[src/rtl/raizing_sdram_pkg.sv]
// raizing_sdram_pkg
// Shared types and constants for the Raizing SDRAM bank arbiter.
//   - arb_state_t : arbiter FSM states
//   - bank_t      : 2-bit SDRAM bank index
//   - NBANK       : number of requester channels / SDRAM banks
//   - REF_PERIOD_DEF : default refresh spacing in CLK cycles (7.8 us at 48 MHz)
package raizing_sdram_pkg;

    localparam int NBANK          = 4;
    localparam int REF_PERIOD_DEF = 374;

    typedef logic [1:0] bank_t;

    typedef enum logic [1:0] {
        IDLE,
        REQ,
        DATA,
        REFRESH
    } arb_state_t;

endpackage

[src/rtl/raizing_rr_pick.sv]
// raizing_rr_pick
// Combinational round-robin picker: returns the first set request bit
// searching ptr+1, ptr+2, ... (mod NBANK), so the last winner ranks lowest.
//   req   in  NBANK  request vector
//   ptr   in  2      index of the previous winner
//   gnt   out 2      winning index (holds ptr when nothing is requested)
//   valid out 1      at least one request bit was set
module raizing_rr_pick import raizing_sdram_pkg::*; (
    input  logic [NBANK-1:0] req,
    input  bank_t            ptr,
    output bank_t            gnt,
    output logic             valid
);

    bank_t idx;

    // Walk from the farthest offset down to ptr+1 so the nearest candidate
    // is written last and wins.
    always_comb begin
        gnt   = ptr;
        valid = 1'b0;
        idx   = '0;
        for (int i = NBANK; i >= 1; i--) begin
            idx = ptr + bank_t'(i);
            if (req[idx]) begin
                gnt   = idx;
                valid = 1'b1;
            end
        end
    end

endmodule

[src/rtl/raizing_sdram_bank_arb.sv]
// raizing_sdram_bank_arb
// Puts the four Raizing ROM/RAM bank requesters onto the single jtframe SDRAM
// command port one transaction at a time, round-robin, and interleaves
// periodic auto-refresh. Core handshakes are routed back to the granted bank.
//
// Ports:
//   CLK, RESET                 clock, async active-high reset
//   BA_ADDR/BA_RD/BA_WR        per-bank address, level request, bank-0 write
//   BA0_DIN/BA0_DIN_M          bank-0 write data / byte mask (1 = masked)
//   BA_ACK/DST/DOK/RDY         handshakes returned to the granted bank only
//   SD_REQ/ADDR/BA/WE/DIN/DIN_M  latched command to the SDRAM core
//   SD_ACK/DST/DOK/RDY         core handshakes
//   REF_REQ/REF_ACK            refresh request / accept
//
// Build option: define RAIZING_ARB_PRIO_EN to give bank 0 fixed priority over
// the rotation (banks 1-3 still rotate among themselves).
//
// state   | meaning
// --------+---------------------------------------------------------
// IDLE    | no command outstanding; refresh first, else pick a bank
// REQ     | SD_REQ high with latched fields, waiting for SD_ACK
// DATA    | command accepted, waiting for SD_RDY
// REFRESH | REF_REQ high, waiting for REF_ACK
module raizing_sdram_bank_arb import raizing_sdram_pkg::*; #(
    parameter int AW           = 22,
    parameter int REF_PERIOD   = REF_PERIOD_DEF,
    parameter int REF_PEND_MAX = 3
) (
    input  logic                CLK,
    input  logic                RESET,
    input  logic [4*AW-1:0]     BA_ADDR,
    input  logic [NBANK-1:0]    BA_RD,
    input  logic                BA_WR,
    input  logic [15:0]         BA0_DIN,
    input  logic [1:0]          BA0_DIN_M,
    output logic [NBANK-1:0]    BA_ACK,
    output logic [NBANK-1:0]    BA_DST,
    output logic [NBANK-1:0]    BA_DOK,
    output logic [NBANK-1:0]    BA_RDY,
    output logic                SD_REQ,
    output logic [AW-1:0]       SD_ADDR,
    output bank_t               SD_BA,
    output logic                SD_WE,
    output logic [15:0]         SD_DIN,
    output logic [1:0]          SD_DIN_M,
    input  logic                SD_ACK,
    input  logic                SD_DST,
    input  logic                SD_DOK,
    input  logic                SD_RDY,
    output logic                REF_REQ,
    input  logic                REF_ACK
);

    localparam int CW = (REF_PERIOD > 1) ? $clog2(REF_PERIOD) : 1;
    localparam int PW = $clog2(REF_PEND_MAX + 1);
    localparam logic [CW-1:0] REF_RELOAD = CW'(REF_PERIOD - 1);
    localparam logic [PW-1:0] PEND_MAX   = PW'(REF_PEND_MAX);

    arb_state_t       state, state_nx;
    bank_t            rr_ptr;
    logic [CW-1:0]    ref_cnt;
    logic [PW-1:0]    ref_pend;
    logic             grant_go;
    logic             ref_expire, ref_done;

    logic [NBANK-1:0] pick_req;
    bank_t            pick_gnt;
    logic             pick_vld;
    bank_t            grant_bank;
    logic             grant_vld;
    logic             ptr_upd;
    logic [NBANK-1:0] gnt_onehot;

`ifdef RAIZING_ARB_PRIO_EN
    // Bank 0 bypasses the rotation; leaving rr_ptr alone on a bank-0 win
    // keeps the 1-3 rotation where it was.
    assign pick_req   = {BA_RD[3:1], 1'b0};
    assign grant_bank = BA_RD[0] ? bank_t'(0) : pick_gnt;
    assign grant_vld  = BA_RD[0] | pick_vld;
    assign ptr_upd    = !BA_RD[0];
`else
    assign pick_req   = BA_RD;
    assign grant_bank = pick_gnt;
    assign grant_vld  = pick_vld;
    assign ptr_upd    = 1'b1;
`endif

    raizing_rr_pick u_pick (
        .req   (pick_req),
        .ptr   (rr_ptr),
        .gnt   (pick_gnt),
        .valid (pick_vld)
    );

    always_comb begin
        state_nx = state;
        grant_go = 1'b0;
        case (state)
            IDLE: begin
                if (ref_pend != '0) begin
                    state_nx = REFRESH;
                end else if (grant_vld) begin
                    state_nx = REQ;
                    grant_go = 1'b1;
                end
            end
            REQ:     if (SD_ACK)  state_nx = DATA;
            DATA:    if (SD_RDY)  state_nx = IDLE;
            REFRESH: if (REF_ACK) state_nx = IDLE;
            default: state_nx = IDLE;
        endcase
    end

    always_ff @(posedge CLK or posedge RESET) begin
        if (RESET) begin
            state    <= IDLE;
            rr_ptr   <= bank_t'(3);
            SD_ADDR  <= '0;
            SD_BA    <= '0;
            SD_WE    <= 1'b0;
            SD_DIN   <= '0;
            SD_DIN_M <= '0;
        end else begin
            state <= state_nx;
            if (grant_go) begin
                if (ptr_upd) rr_ptr <= grant_bank;
                SD_ADDR  <= BA_ADDR[grant_bank*AW +: AW];
                SD_BA    <= grant_bank;
                SD_WE    <= BA_WR & (grant_bank == bank_t'(0));
                SD_DIN   <= BA0_DIN;
                SD_DIN_M <= BA0_DIN_M;
            end
        end
    end

    // An expiry that lands on the same cycle as a REF_ACK cancels out, even
    // when the owed count is already saturated.
    assign ref_expire = (ref_cnt == '0);
    assign ref_done   = (state == REFRESH) && REF_ACK;

    always_ff @(posedge CLK or posedge RESET) begin
        if (RESET) begin
            ref_cnt  <= REF_RELOAD;
            ref_pend <= '0;
        end else begin
            ref_cnt <= ref_expire ? REF_RELOAD : ref_cnt - CW'(1);
            if (ref_expire && !ref_done && ref_pend != PEND_MAX)
                ref_pend <= ref_pend + PW'(1);
            else if (ref_done && !ref_expire)
                ref_pend <= ref_pend - PW'(1);
        end
    end

    // SD_REQ/REF_REQ decode the registered state, so they rise the cycle
    // after the decision and fall the cycle after the core's accept.
    assign SD_REQ  = (state == REQ);
    assign REF_REQ = (state == REFRESH);

    always_comb begin
        gnt_onehot = '0;
        if (state == REQ || state == DATA) gnt_onehot[SD_BA] = 1'b1;
    end

    assign BA_ACK = {NBANK{SD_ACK}} & gnt_onehot;
    assign BA_DST = {NBANK{SD_DST}} & gnt_onehot;
    assign BA_DOK = {NBANK{SD_DOK}} & gnt_onehot;
    assign BA_RDY = {NBANK{SD_RDY}} & gnt_onehot;

endmodule

[config.mk]
export PLATFORM = sky130hd
export DESIGN_NAME = raizing_sdram_bank_arb
export DESIGN_NICKNAME = d
export VERILOG_FILES = /design/src/rtl/raizing_sdram_pkg.sv /design/src/rtl/raizing_rr_pick.sv /design/src/rtl/raizing_sdram_bank_arb.sv
export SDC_FILE = /design/constraint.sdc
export NUM_CORES = 1
export LEC_CHECK = 0
export BUFFER_PORTS_ARGS = -buffer_cell sky130_fd_sc_hd__buf_2
export CORE_MARGIN = 8
export CORE_UTILIZATION = 46
export CTS_CLUSTER_SIZE = 20
export DETAILED_ROUTE_END_ITERATION = 8
export PLACE_DENSITY = 0.81
export SKIP_LAST_GASP = 1
export SYNTH_ARGS = -nofsm -noshare
export SYNTH_HDL_FRONTEND = slang
export SYNTH_SLANG_ARGS = --single-unit
[constraint.sdc]
create_clock -name CLK -period 2.55 [get_ports CLK]
set_clock_uncertainty 0.05 [all_clocks]
set_input_delay 0.3825 -clock CLK [delete_from_list [all_inputs] [get_ports CLK]]
set_output_delay 0.3825 -clock CLK [all_outputs]
set_load 0.005 [all_outputs]
Yosys cells after proc, flatten, opt, wreduce, memory -nomap -nowiden

Cells that the tools add are included.
Widths: inputs -> output; s select.

Flip-flop bits (word level): 58
Bits of input ports: 118
Output and inout bits: 61
Logic and storage cells: 80

Bitwise gates (word level): 5
$add $sub $neg: 6
Equal/unequal tests: 8
Mux-type cells: 30
Multipliers: 1
Magnitude comparators: 6
Reduce and logical (&&, ||, !) cells: 14
Shift-type cells: 1

Operators by type and width:

| cell                | number |
|---|---|
| $shiftx 88x8->22    | 1 |
| $mux 2              | 10 |
| $and 4x4->4         | 4 |
| $lt 2x3->1 const B  | 5 |
| $mux 1              | 12 |
| $logic_not 9->1     | 1 |
| $mux 9              | 1 |
| $sub 9x1->9 const B | 1 |
| $bmux 1 s2          | 4 |
| $pmux 2 s4          | 1 |
| $mul 2x4->6 const B | 1 |
| $logic_and 1x1->1   | 5 |
| $add 2x1->2 const B | 2 |
| $add 2x2->2 const B | 2 |
| $eq 2x2->1 const B  | 2 |
| $logic_not 2->1     | 2 |
| $mux 4              | 1 |
| $ne 2x1->1 const B  | 2 |
| $ne 2x2->1 const B  | 2 |
| $reduce_and 4->1    | 1 |
| $reduce_bool 2->1   | 2 |
| $ne 3x3->1 const B  | 1 |
| $demux 1 s2         | 1 |
| $eq 2x1->1 const B  | 1 |
| other kinds (5)     | 6 |

Longest topological paths before layout

Gate-level depths: netlist of run 1.

Word-level depth: 9
Gate-level depth with buffers: 8

Hierarchy

From an unflattened synthesis of run 1, not the netlist that was laid out.

Cell total of the unflattened synthesis: 242
Area total of the unflattened synthesis: 3315.7 µm²

Modules (own cells, without submodules):

| module                 | area an instance (µm²) | instances | cells each | sequential area each (µm²) |
|---|---|---|---|---|
| raizing_sdram_bank_arb | 3233.1                 | 1         | 228        | 1461.4 |
| raizing_rr_pick        | 82.6                   | 1         | 14         | 0.0 |

Worst setup path after synthesis of run 1

OpenSTA, ideal clock, no wires.

Path type: register to register
Start point: register rr_ptr[0]
End point: register SD_ADDR[0]
Setup slack: 0.665 ns
Cell stages (with the launch flop): 7
Path buffers: 1
Arrival time: 1.705 ns
Library setup time: 0.131 ns
Cells stage by stage: dfstp_2 -> nor2b_1 -> o21a_1 -> nor3_4 -> buf_6 -> mux2i_1 -> o211ai_2

Cells in the longest elaborated chain, start to end: 9
Elaborated cells between the ends (all ways): 23
Classes of those cells: add/sub: 3; mul: 1; shift: 1; mux: 18

Ends and longest elaborated chain:

| element                                             | line                          | text |
|---|---|---|
| from (decl)                                         | raizing_sdram_bank_arb.sv:60  | `bank_t rr_ptr;` |
| from (signal assigned)                              | raizing_sdram_bank_arb.sv:117 | `rr_ptr <= bank_t'(3);` |
| from (signal assigned)                              | raizing_sdram_bank_arb.sv:126 | `if (ptr_upd) rr_ptr <= grant_bank;` |
| branches (longest 9 deep; another with $mul 2x4->6) | --                            |  |
| to (signal assigned)                                | raizing_sdram_bank_arb.sv:127 | `SD_ADDR <= BA_ADDR[grant_bank*AW +: AW];` |
| to (decl)                                           | raizing_sdram_bank_arb.sv:41  | `output logic [AW-1:0] SD_ADDR,` |

Several ways; the timed one is not identified. The select of a mux whose other input is x is not followed.
A chain may end at the register's enable or synchronous reset.

Worst setup path after layout of run 1

Start point: register state[1]
End point: output BA_ACK[0]

Cells in the longest elaborated chain, start to end: 4
Elaborated cells between the ends (all ways): 5
Classes of those cells: eq/ne: 2; mux: 1; bitwise: 1; reduce/logical: 1

Ends and longest elaborated chain:

| element                                  | line                          | text |
|---|---|---|
| from (decl)                              | raizing_sdram_bank_arb.sv:59  | `arb_state_t state, state_nx;` |
| from (signal assigned)                   | raizing_sdram_bank_arb.sv:124 | `state <= state_nx;` |
| $eq 2x1->1 or $eq 2x2->1 (tied branches) | raizing_sdram_bank_arb.sv:161 | `if (state == REQ \|\| state == DATA) gnt_onehot[SD_BA] = 1'b1;` |
| $logic_or 1x1->1 *                       | raizing_sdram_bank_arb.sv:161 |  |
| $mux 4 *                                 | raizing_sdram_bank_arb.sv:161 |  |
| $and 4x4->4 *                            | raizing_sdram_bank_arb.sv:164 | `assign BA_ACK = {NBANK{SD_ACK}} & gnt_onehot;` |
| to (decl)                                | raizing_sdram_bank_arb.sv:36  | `output logic [NBANK-1:0] BA_ACK,` |

Mark *: on every way between the ends. The rest lies on a longest branch, timed or not.

==> results of run 1 <==
==> worst max path at each step <==
| stage | start | to | slack (ns) | cells after the start |
|---|---|---|---|---|
| 6_report | state[1] | BA_ACK[0] | 0.29 | 5 |
| 5_1_grt | state[1] | BA_RDY[0] | 0.12 | 5 |
| 4_1_cts | state[1] | BA_ACK[0] | 0.25 | 5 |
| 3_5_place_dp | BA_RD[0] | SD_ADDR[5] | 0.45 | 7 |
| 3_3_place_gp | BA_RD[0] | SD_ADDR[2] | 0.51 | 7 |
| 2_1_floorplan | rr_ptr[0] | SD_ADDR[0] | 0.66 | 6 |
==> layout make-up <==
type	instances	area [um2]	area share, %
multi-input combinational	287	1886	39.49
timing repair buffer	194	1051	22.01
clock inverter	5	77.57	1.625
tap	102	127.6	2.673
inverter	8	30.03	0.6289
clock buffer	11	141.4	2.961
sequential	58	1461	30.61
==> cells in the mapped netlist, types with 2 or more instances <==
master	instances
dfstp_2	8
buf_2	11
o31ai_1	23
a21oi_1	4
o211ai_1	5
nand2_1	93
a211o_1	22
o21ai_0	2
ha_1	5
o21bai_1	3
clkbuf_1	14
nand4_1	22
xor2_1	2
xnor2_1	4
inv_1	8
and2_1	17
nor3_1	5
buf_6	2
o211ai_2	17
mux2i_1	23
and3_1	2
nor2b_1	7
dfrtp_1	50
nor2_1	13
nand3_1	4
o21ai_1	2
==> cell families after synthesis <==
logic type | count (synthesis) | share of synthesized area (%)
buffers and inverters | 36 | 4.685
adder cells (fa/ha/maj) | 5 | 1.788
XOR/XNOR | 6 | 1.502
flip-flops | 58 | 41.77
AND/OR/NAND/NOR | 169 | 22.78
AO/OA/AOI/OAI | 83 | 20.57
multiplexers | 24 | 6.903
==> critical path, stage by stage (launching register included) <==
cell and delay (ns):
dfrtp_1 0.40, inv_1 0.08, ha_1 0.33, nor3b_1 0.40, and2_1 0.18, buf_2 0.11
==> registers in the layout (all words and copies together) (netlist names) <==
name and flops:
SD_ADDR 22, SD_DIN 16, ref_cnt 9, SD_BA 2, SD_DIN_M 2, ref_pend 2, rr_ptr 2, state 2
SD_WE 1
==> where the power goes <==
group / internal, mW / switching, mW
logic: 0.992 / 1.20
registers: 1.28 / 0.238
clock network: 0.574 / 0.357
==> timing repair <==
item	4_1_cts	5_1_grt
endpoints found under the setup margin	0	0
hold endpoints to repair	8	0
hold buffers	1	0
==> stage by stage <==
step           setup WS (ns)  cells  area, um2  util [%]
2_1_floorplan         0.6645    381       3498         -
3_5_place_dp          0.4521    648       4546     60.39
6_report              0.2906    665       4775     63.43
3_3_place_gp          0.5144    648       4546     60.39
5_1_grt               0.1186    665       4775     63.43
4_1_cts               0.2537    665       4775     63.43
==> placed cells by master (no fill, tap or decap), types with 12 or more instances in the layout <==
cell type	n
nor2_1	13
o211ai_2	17
nand2_1	93
and2_1	17
nand4_1	22
a211o_1	22
buf_4	12
o31ai_1	23
mux2i_1	23
buf_2	178
dfrtp_1	50
==> per-layer routing <==
layer	vias to the layer above	global-route usage (%)	share of wire, %
met5	-	0	0
met4	0	11.23	1.9
met3	19	4.418	8.0
met2	173	37.97	51
met1	1703	25.77	39
li1	1719	-	-
==> flow_metrics.tcl, run 1 <==
set metrics [dict create \
    status "finished clean" \
    htreeDepth 3 \
    syn2layout_area_growth_pct 36.48 \
    fillerInstances 639 \
    detail-route-antenna-nets 0 \
    cts_root_buffer "clkbuf_8" \
    die_h_um 103.2 \
    r2r_slack_ns 0.51 \
    r2r_end "SD_ADDR[8]" \
    holdPathEnd "SD_DIN[13]" \
    p_leak_nw 2.562 \
    worstSetupStartpointType "flip-flop" \
    die_area_um2 10650 \
    avgSynthCellArea_um2 9.182 \
    drv_cap 0 \
    reg2reg_depth 6 \
    synth_seq_area_share_pct 41.77 \
    cts_tree "built" \
    cts.path.max_buffers 2 \
    totalWireLength_mm 11.73 \
    holdPathStages 3 \
    rows 32 \
    fin_total_pwr_mw 4.643 \
    cts-buffers-inserted 9 \
    synth_top_area_share_pct 35.77 \
    fin_tns_setup_ns 0 \
    post_cts_buffers 0 \
    grt_max_degree 29 \
    io_buffer_count 178 \
    track_usage_pct 22.15 \
    synth_area_leaders "dfrtp_1 (36%), nand2_1 (10%), mux2i_1 (6.6%), o211ai_2 (6.1%), dfstp_2 (6.0%)" \
    min_from "BA0_DIN[13]" \
    grt_antenna_before_repair 0 \
    insertedDiodeCount 0 \
    grt_pass1_vias 3851 \
    endpoint_kind "output pin" \
    hold_class "in -> reg" \
    drcViolationCount 0 \
    cp.arrival_ns 1.83 \
    syn_nets 504 \
    drive_gt1_share_pct 42.81 \
    grt-ovfl-total 0 \
    worstMarginPinSlew_ns 0.8311 \
    fin_nets 681 \
    ctsResizeCount 0 \
    finalSetupViolations 0 \
    die_w_um 103.2 \
    initial_core_util_pct 46.48 \
    slew_headroom_pct 44.46 \
    ir_worst_vdd_v 0.0003822 \
    post-route-period-util_pct 88.60 \
    clk-insertion-delay-late_ns 0.33 \
    drt-initial-drc-count 171 \
    drt-pass1-iter-count 5 \
    synth_area_um2 3498 \
    netlist_instances 381 \
    crit-reg2reg-launch "rr_ptr[0]" \
    period_needed_ns 2.259 \
    avgRoutedWirePerCell_um 17.65 \
    synth_cell_type_count 39 \
    synth-seq-cells 58 \
    fin_hold_ws_ns 0.1987 \
    synth_top_flop_cell "dfrtp_1" \
    path_max_fanout 4 \
    grt_pass1_wl_mm 18.38 \
    maxSlewViolCount 0 \
    yosysWarnings 0 \
    dp_hpwl_mm 8.900 \
    core_um2 7527 \
    synth_edf_count 0 \
    yosysTopAreaCell "dfrtp_1" \
    worst-setup-path-type "reg -> out" \
    vias 3614 \
    clk_pin_slew_ns 0.07 \
    cts.sinks 58 \
    gp_congestion 0.8052 \
    via_per_inst 5.435 \
    power-per-cell-area_nw_per_um2 972.4 \
    worst_ep_required_time_ns 2.12 \
    fmaxAchievable_ghz 0.4426 \
    hold_violations 0 \
    ios 179 \
    ys_async_sr_fraction_pct 100.0 \
    rsz0062_at_grt "no" \
]
Note: power is estimated with default switching activity, not from simulation.
==> run 2: changes to the inputs <==
- RECOVER_POWER: not set -> 50
==> run 2 against run 1 <==
Against the previous run:
- wire length is essentially flat
- largest cell class unchanged
- combinational power shrank 2%
- highest routed layer unchanged
- critical path depth is the same
- power shrank 1.0%
- count of clock-buffer cells in the layout is the same
- flip-flop and latch count is the same
- final cell count is the same
- largest power group unchanged
==> flow_metrics.tcl, run 2 (synthesized netlist as in run 1, its figures left out) <==
set metrics [dict create \
    status "finished clean" \
    largestRegisters "SD_ADDR (22), SD_DIN (16), ref_cnt (9)" \
    worst_ep_required_time_ns 2.12 \
    rsz0062_at_grt "no" \
    cts.path.max_buffers 2 \
    period_needed_ns 2.266 \
    cp.arrival_ns 1.83 \
    die_area_um2 10650 \
    placed_cell_area_um2 4546 \
    die_h_um 103.2 \
    crit_start "state[1]" \
    initial_core_util_pct 46.48 \
    syn2layout_area_growth_pct 35.34 \
    cts.sinks 58 \
    rows 32 \
    hold_class "in -> reg" \
    min_from "BA0_DIN[13]" \
    core_um2 7527 \
    drt-initial-drc-count 162 \
    avgRoutedWirePerCell_um 17.65 \
    drv_cap 0 \
    cts_tree "built" \
    ios 179 \
    power-per-cell-area_nw_per_um2 970.7 \
    fin_nets 681 \
    regMostFlops "SD_ADDR" \
    fmaxAchievable_ghz 0.4414 \
    cts-buffers-inserted 9 \
    clk_pin_slew_ns 0.07 \
    worst-setup-path-type "reg -> out" \
    vias 3586 \
    grt_pass1_wl_mm 18.38 \
    hold_violations 0 \
    totalWireLength_mm 11.74 \
    maxSlewViolCount 0 \
    dp_hpwl_mm 8.900 \
    clk-insertion-delay-late_ns 0.33 \
    grt_max_degree 29 \
    fin_total_pwr_mw 4.596 \
    path_max_fanout 4 \
    worstSetupStartpointType "flip-flop" \
    ir_worst_vdd_v 0.0003778 \
    largest_reg_flops 22 \
    fin_tns_setup_ns 0 \
    io_buffer_count 178 \
    grt_pass1_vias 3851 \
    fin_hold_ws_ns 0.1971 \
    fillerInstances 659 \
    drive_gt1_share_pct 37.48 \
    die_w_um 103.2 \
    cts_root_buffer "clkbuf_8" \
    gp_congestion 0.8052 \
    track_usage_pct 22.15 \
    drt-pass1-iter-count 4 \
    endpoint_kind "output pin" \
    post-route-period-util_pct 88.85 \
    slew_headroom_pct 43.78 \
    htreeDepth 3 \
    via_per_inst 5.392 \
    detail-route-antenna-nets 0 \
    grt-ovfl-total 0 \
    drcViolationCount 0 \
    final_common_cell "buf_2" \
    grt_antenna_before_repair 0 \
    crit-reg2reg-launch "rr_ptr[0]" \
    finalInstanceArea_um2 4735 \
    worstMarginPinSlew_ns 0.8412 \
    insertedDiodeCount 0 \
    mostFrequentLayoutCells "buf_2 (150), nand2_1 (93), dfrtp_1 (50)" \
    finalSetupViolations 0 \
    final_core_util_pct 62.90 \
    p_leak_nw 2.463 \
]
==> run 2: final timing paths <==
| kind | to | slack [ns] | depth (start not counted) |
|---|---|---|---|
| worst max-delay path | BA_ACK[0] | 0.28 | 5 |
| worst min-delay path | SD_DIN[13] | 0.20 | 3 |
| worst max register to register | SD_ADDR[8] | 0.51 | 6 |
| worst min register to register | SD_DIN[13] | 0.42 | 2 |
| max in group asynchronous | SD_ADDR[15] | 0.75 | 4 |
| min in group asynchronous | ref_pend[1] | 0.67 | 3 |
==> run 2: repair_timing <==
action | CTS | global route
resized for setup | 0 | 0
hold endpoints to repair | 8 | 0
setup buffers | 0 | 0
hold buffers | 1 | 0
==> run 2: critical path, stage by stage (launching register included) <==
cell	delay, ns
dfrtp_1	0.40
inv_1	0.08
ha_1	0.33
nor3b_1	0.40
and2_1	0.18
buf_2	0.11
==> run 2: through the flow <==
step	setup WS, ns	instances
6_report	0.2843	665
5_1_grt	0.1186	665
4_1_cts	0.2537	665
3_5_place_dp	0.4521	648
3_3_place_gp	0.5144	648
2_1_floorplan	0.6645	381
==> run 2: power by group <==
group          switching, mW  internal, mW
clock network          0.357         0.574
logic                   1.20         0.943
registers              0.245          1.28
total                   1.80          2.80
==> run 2: per-layer routing <==
metal	up-vias	GRT usage [%]	part of all wire, %
met5	-	0	0
met4	0	11.23	1.5
met3	14	4.418	7.9
met2	149	37.97	51
met1	1705	25.77	39
li1	1718	-	-
==> run 2: final cells by class <==
cell class	count	area [um2]	share of cell area [%]
clock inverters	5	77.57	1.638
multi-input cells	287	1886	39.83
flip-flops and latches	58	1461	30.87
repair buffers	194	1011	21.35
inverters	8	30.03	0.6342
clock buffers	11	141.4	2.986
well taps	102	127.6	2.696
==> run 3: changes to the inputs <==
- SETUP_SLACK_MARGIN: not set -> 0.4
==> run 3 against run 2 <==
Against the previous run:
- via count increased by 0.81%
- core utilization grew 0.47 points
- register-to-register slack is essentially flat
- worst setup slack better by 0.23 ns
- flip-flop and latch count is the same
- count of clock-buffer cells in the layout did not move
- sequential share of layout area down 0.23 points
- highest routed layer unchanged
- hold slack got worse by 0.00054 ns
==> flow_metrics.tcl, run 3 (synthesized netlist as in run 1, its figures left out) <==
set metrics [dict create \
    drt-pass1-iter-count 5 \
    ios 179 \
    rsz0062_at_grt "no" \
    cts.sinks 58 \
    die_w_um 103.2 \
    rows 32 \
    slew_headroom_pct 42.77 \
    regMostFlops "SD_ADDR" \
    endpoint_kind "flip-flop" \
    drive_gt1_share_pct 38.23 \
    dp_hpwl_mm 8.900 \
    drv_cap 0 \
    fin_nets 683 \
    fin_tns_setup_ns 0 \
    hold_class "in -> reg" \
    drcViolationCount 0 \
    worstSetupStartpointType "flip-flop" \
    worst-setup-path-type "reg -> reg" \
    critical_path.slowest_cell "dfstp_2" \
    hold_violations 0 \
    io_buffer_count 178 \
    fmaxAchievable_ghz 0.4905 \
    grt_max_degree 29 \
    die_area_um2 10650 \
    largestRegisters "SD_ADDR (22), SD_DIN (16), ref_cnt (9)" \
    grt-ovfl-total 0 \
    finalSetupViolations 0 \
    vias 3615 \
    worst_ep_required_time_ns 2.70 \
    worstMarginPinSlew_ns 0.8565 \
    largest_reg_flops 22 \
    die_h_um 103.2 \
    ir_worst_vdd_v 0.0003790 \
    maxSlewViolCount 0 \
    period_needed_ns 2.039 \
    power-per-cell-area_nw_per_um2 975.5 \
    grt_pass1_wl_mm 18.38 \
    cp_cell_sequence "nor2b_1 > o21a_1 > nor3_4 > buf_4 > mux2i_1 > o211ai_2" \
    post-route-period-util_pct 79.96 \
    fillerInstances 654 \
    cp.arrival_ns 2.19 \
    detail-route-antenna-nets 0 \
    track_usage_pct 22.15 \
    crit-reg2reg-launch "rr_ptr[0]" \
    cpPeakStageDelay_ns 0.57 \
    cts_root_buffer "clkbuf_8" \
    cts-buffers-inserted 9 \
    via_per_inst 5.420 \
    cts_tree "built" \
    insertedDiodeCount 0 \
    place_inst 648 \
    crit_start "rr_ptr[0]" \
    grt_antenna_before_repair 0 \
    avgRoutedWirePerCell_um 17.66 \
    totalWireLength_mm 11.78 \
    drt-initial-drc-count 177 \
    htreeDepth 3 \
    core_um2 7527 \
    status "finished clean" \
    initial_core_util_pct 46.48 \
    clk-insertion-delay-late_ns 0.33 \
    r2r_end "SD_ADDR[8]" \
    endpoint "SD_ADDR[8]" \
    p_leak_nw 2.482 \
    final_common_cell "buf_2" \
    gp_congestion 0.8052 \
    r2r_slack_ns 0.51 \
    cts.path.max_buffers 2 \
    mostFrequentLayoutCells "buf_2 (151), nand2_1 (93), dfrtp_1 (50)" \
    instances_no_fill 667 \
    grt_pass1_vias 3851 \
    path_max_fanout 10 \
    reg2reg_depth 6 \
    syn2layout_area_growth_pct 36.34 \
    clk_pin_slew_ns 0.07 \
]
run 3: per-layer routing:
layer	wire length, um	vias up	global-route usage [%]
li1	-	1720	-
met3	959	24	4.418
met1	4524	1702	25.77
met5	0	-	0
met2	6064	169	37.97
met4	229	0	11.23
run 3: how the worst min path moves through the flow:
stage | from | slack (ns) | cells after the start | end
3_5_place_dp | RESET | 0.33 | 2 | ref_pend[0]
5_1_grt | BA0_DIN[1] | 0.20 | 3 | SD_DIN[1]
3_3_place_gp | RESET | 0.33 | 2 | ref_pend[0]
4_1_cts | BA0_DIN[13] | 0.18 | 3 | SD_DIN[13]
6_report | BA0_DIN[13] | 0.20 | 3 | SD_DIN[13]
2_1_floorplan | ref_cnt[0] | 0.38 | 1 | ref_cnt[0]
run 3: report_power, final:
| group | switching, mW | internal (mW) | leakage, nW | total [mW] |
|---|---|---|---|---|
| sequential | 0.249 | 1.28 | 0.715 | 1.53 |
| combinational | 1.21 | 0.980 | 1.66 | 2.19 |
| clock | 0.357 | 0.574 | 0.109 | 0.931 |
| total | 1.82 | 2.83 | 2.48 | 4.65 |
run 3: cell type report:
cell class | instances | area [um2] | share of cell area (%)
multi-input cells | 287 | 1904 | 39.93
inverters | 8 | 30.03 | 0.6296
well taps | 102 | 127.6 | 2.676
clock buffers | 11 | 141.4 | 2.964
repair buffers | 196 | 1027 | 21.54
clock inverters | 5 | 77.57 | 1.626
flip-flops and latches | 58 | 1461 | 30.64
run 3: worst max-delay path: cells and delay by family, from the launching register on:
family                 cells  cell delay (ns)
flip-flops                 1             0.57
AND/OR/NAND/NOR            2             0.42
AO/OA/AOI/OAI              2             0.34
buffers and inverters      1             0.27
multiplexers               1             0.27
run 3: per-stage QoR:
| stage | total power, mW | hold WS [ns] | cell area (um2) | utilization (%) | setup slack (ns) |
|---|---|---|---|---|---|
| finish | 4.653 | 0.1965 | 4770 | 63.36 | 0.5111 |
| global route | 4.984 | 0.1956 | 4770 | 63.36 | 0.4002 |
| CTS | 4.701 | 0.1786 | 4780 | 63.50 | 0.4096 |
| detailed placement | 3.732 | 0.3308 | 4546 | 60.39 | 0.4521 |
| global placement | 3.608 | 0.3267 | 4546 | 60.39 | 0.5144 |
| floorplan | 2.835 | 0.3787 | 3498 | - | 0.6645 |
run 3: repair_timing:
item                                    in CTS  in global routing
endpoints found under the hold margin        8                  0
hold buffers                                 1                  0
endpoints found under the setup margin       4                 14
buffers inserted                             0                  2
resized for setup                            1                  3
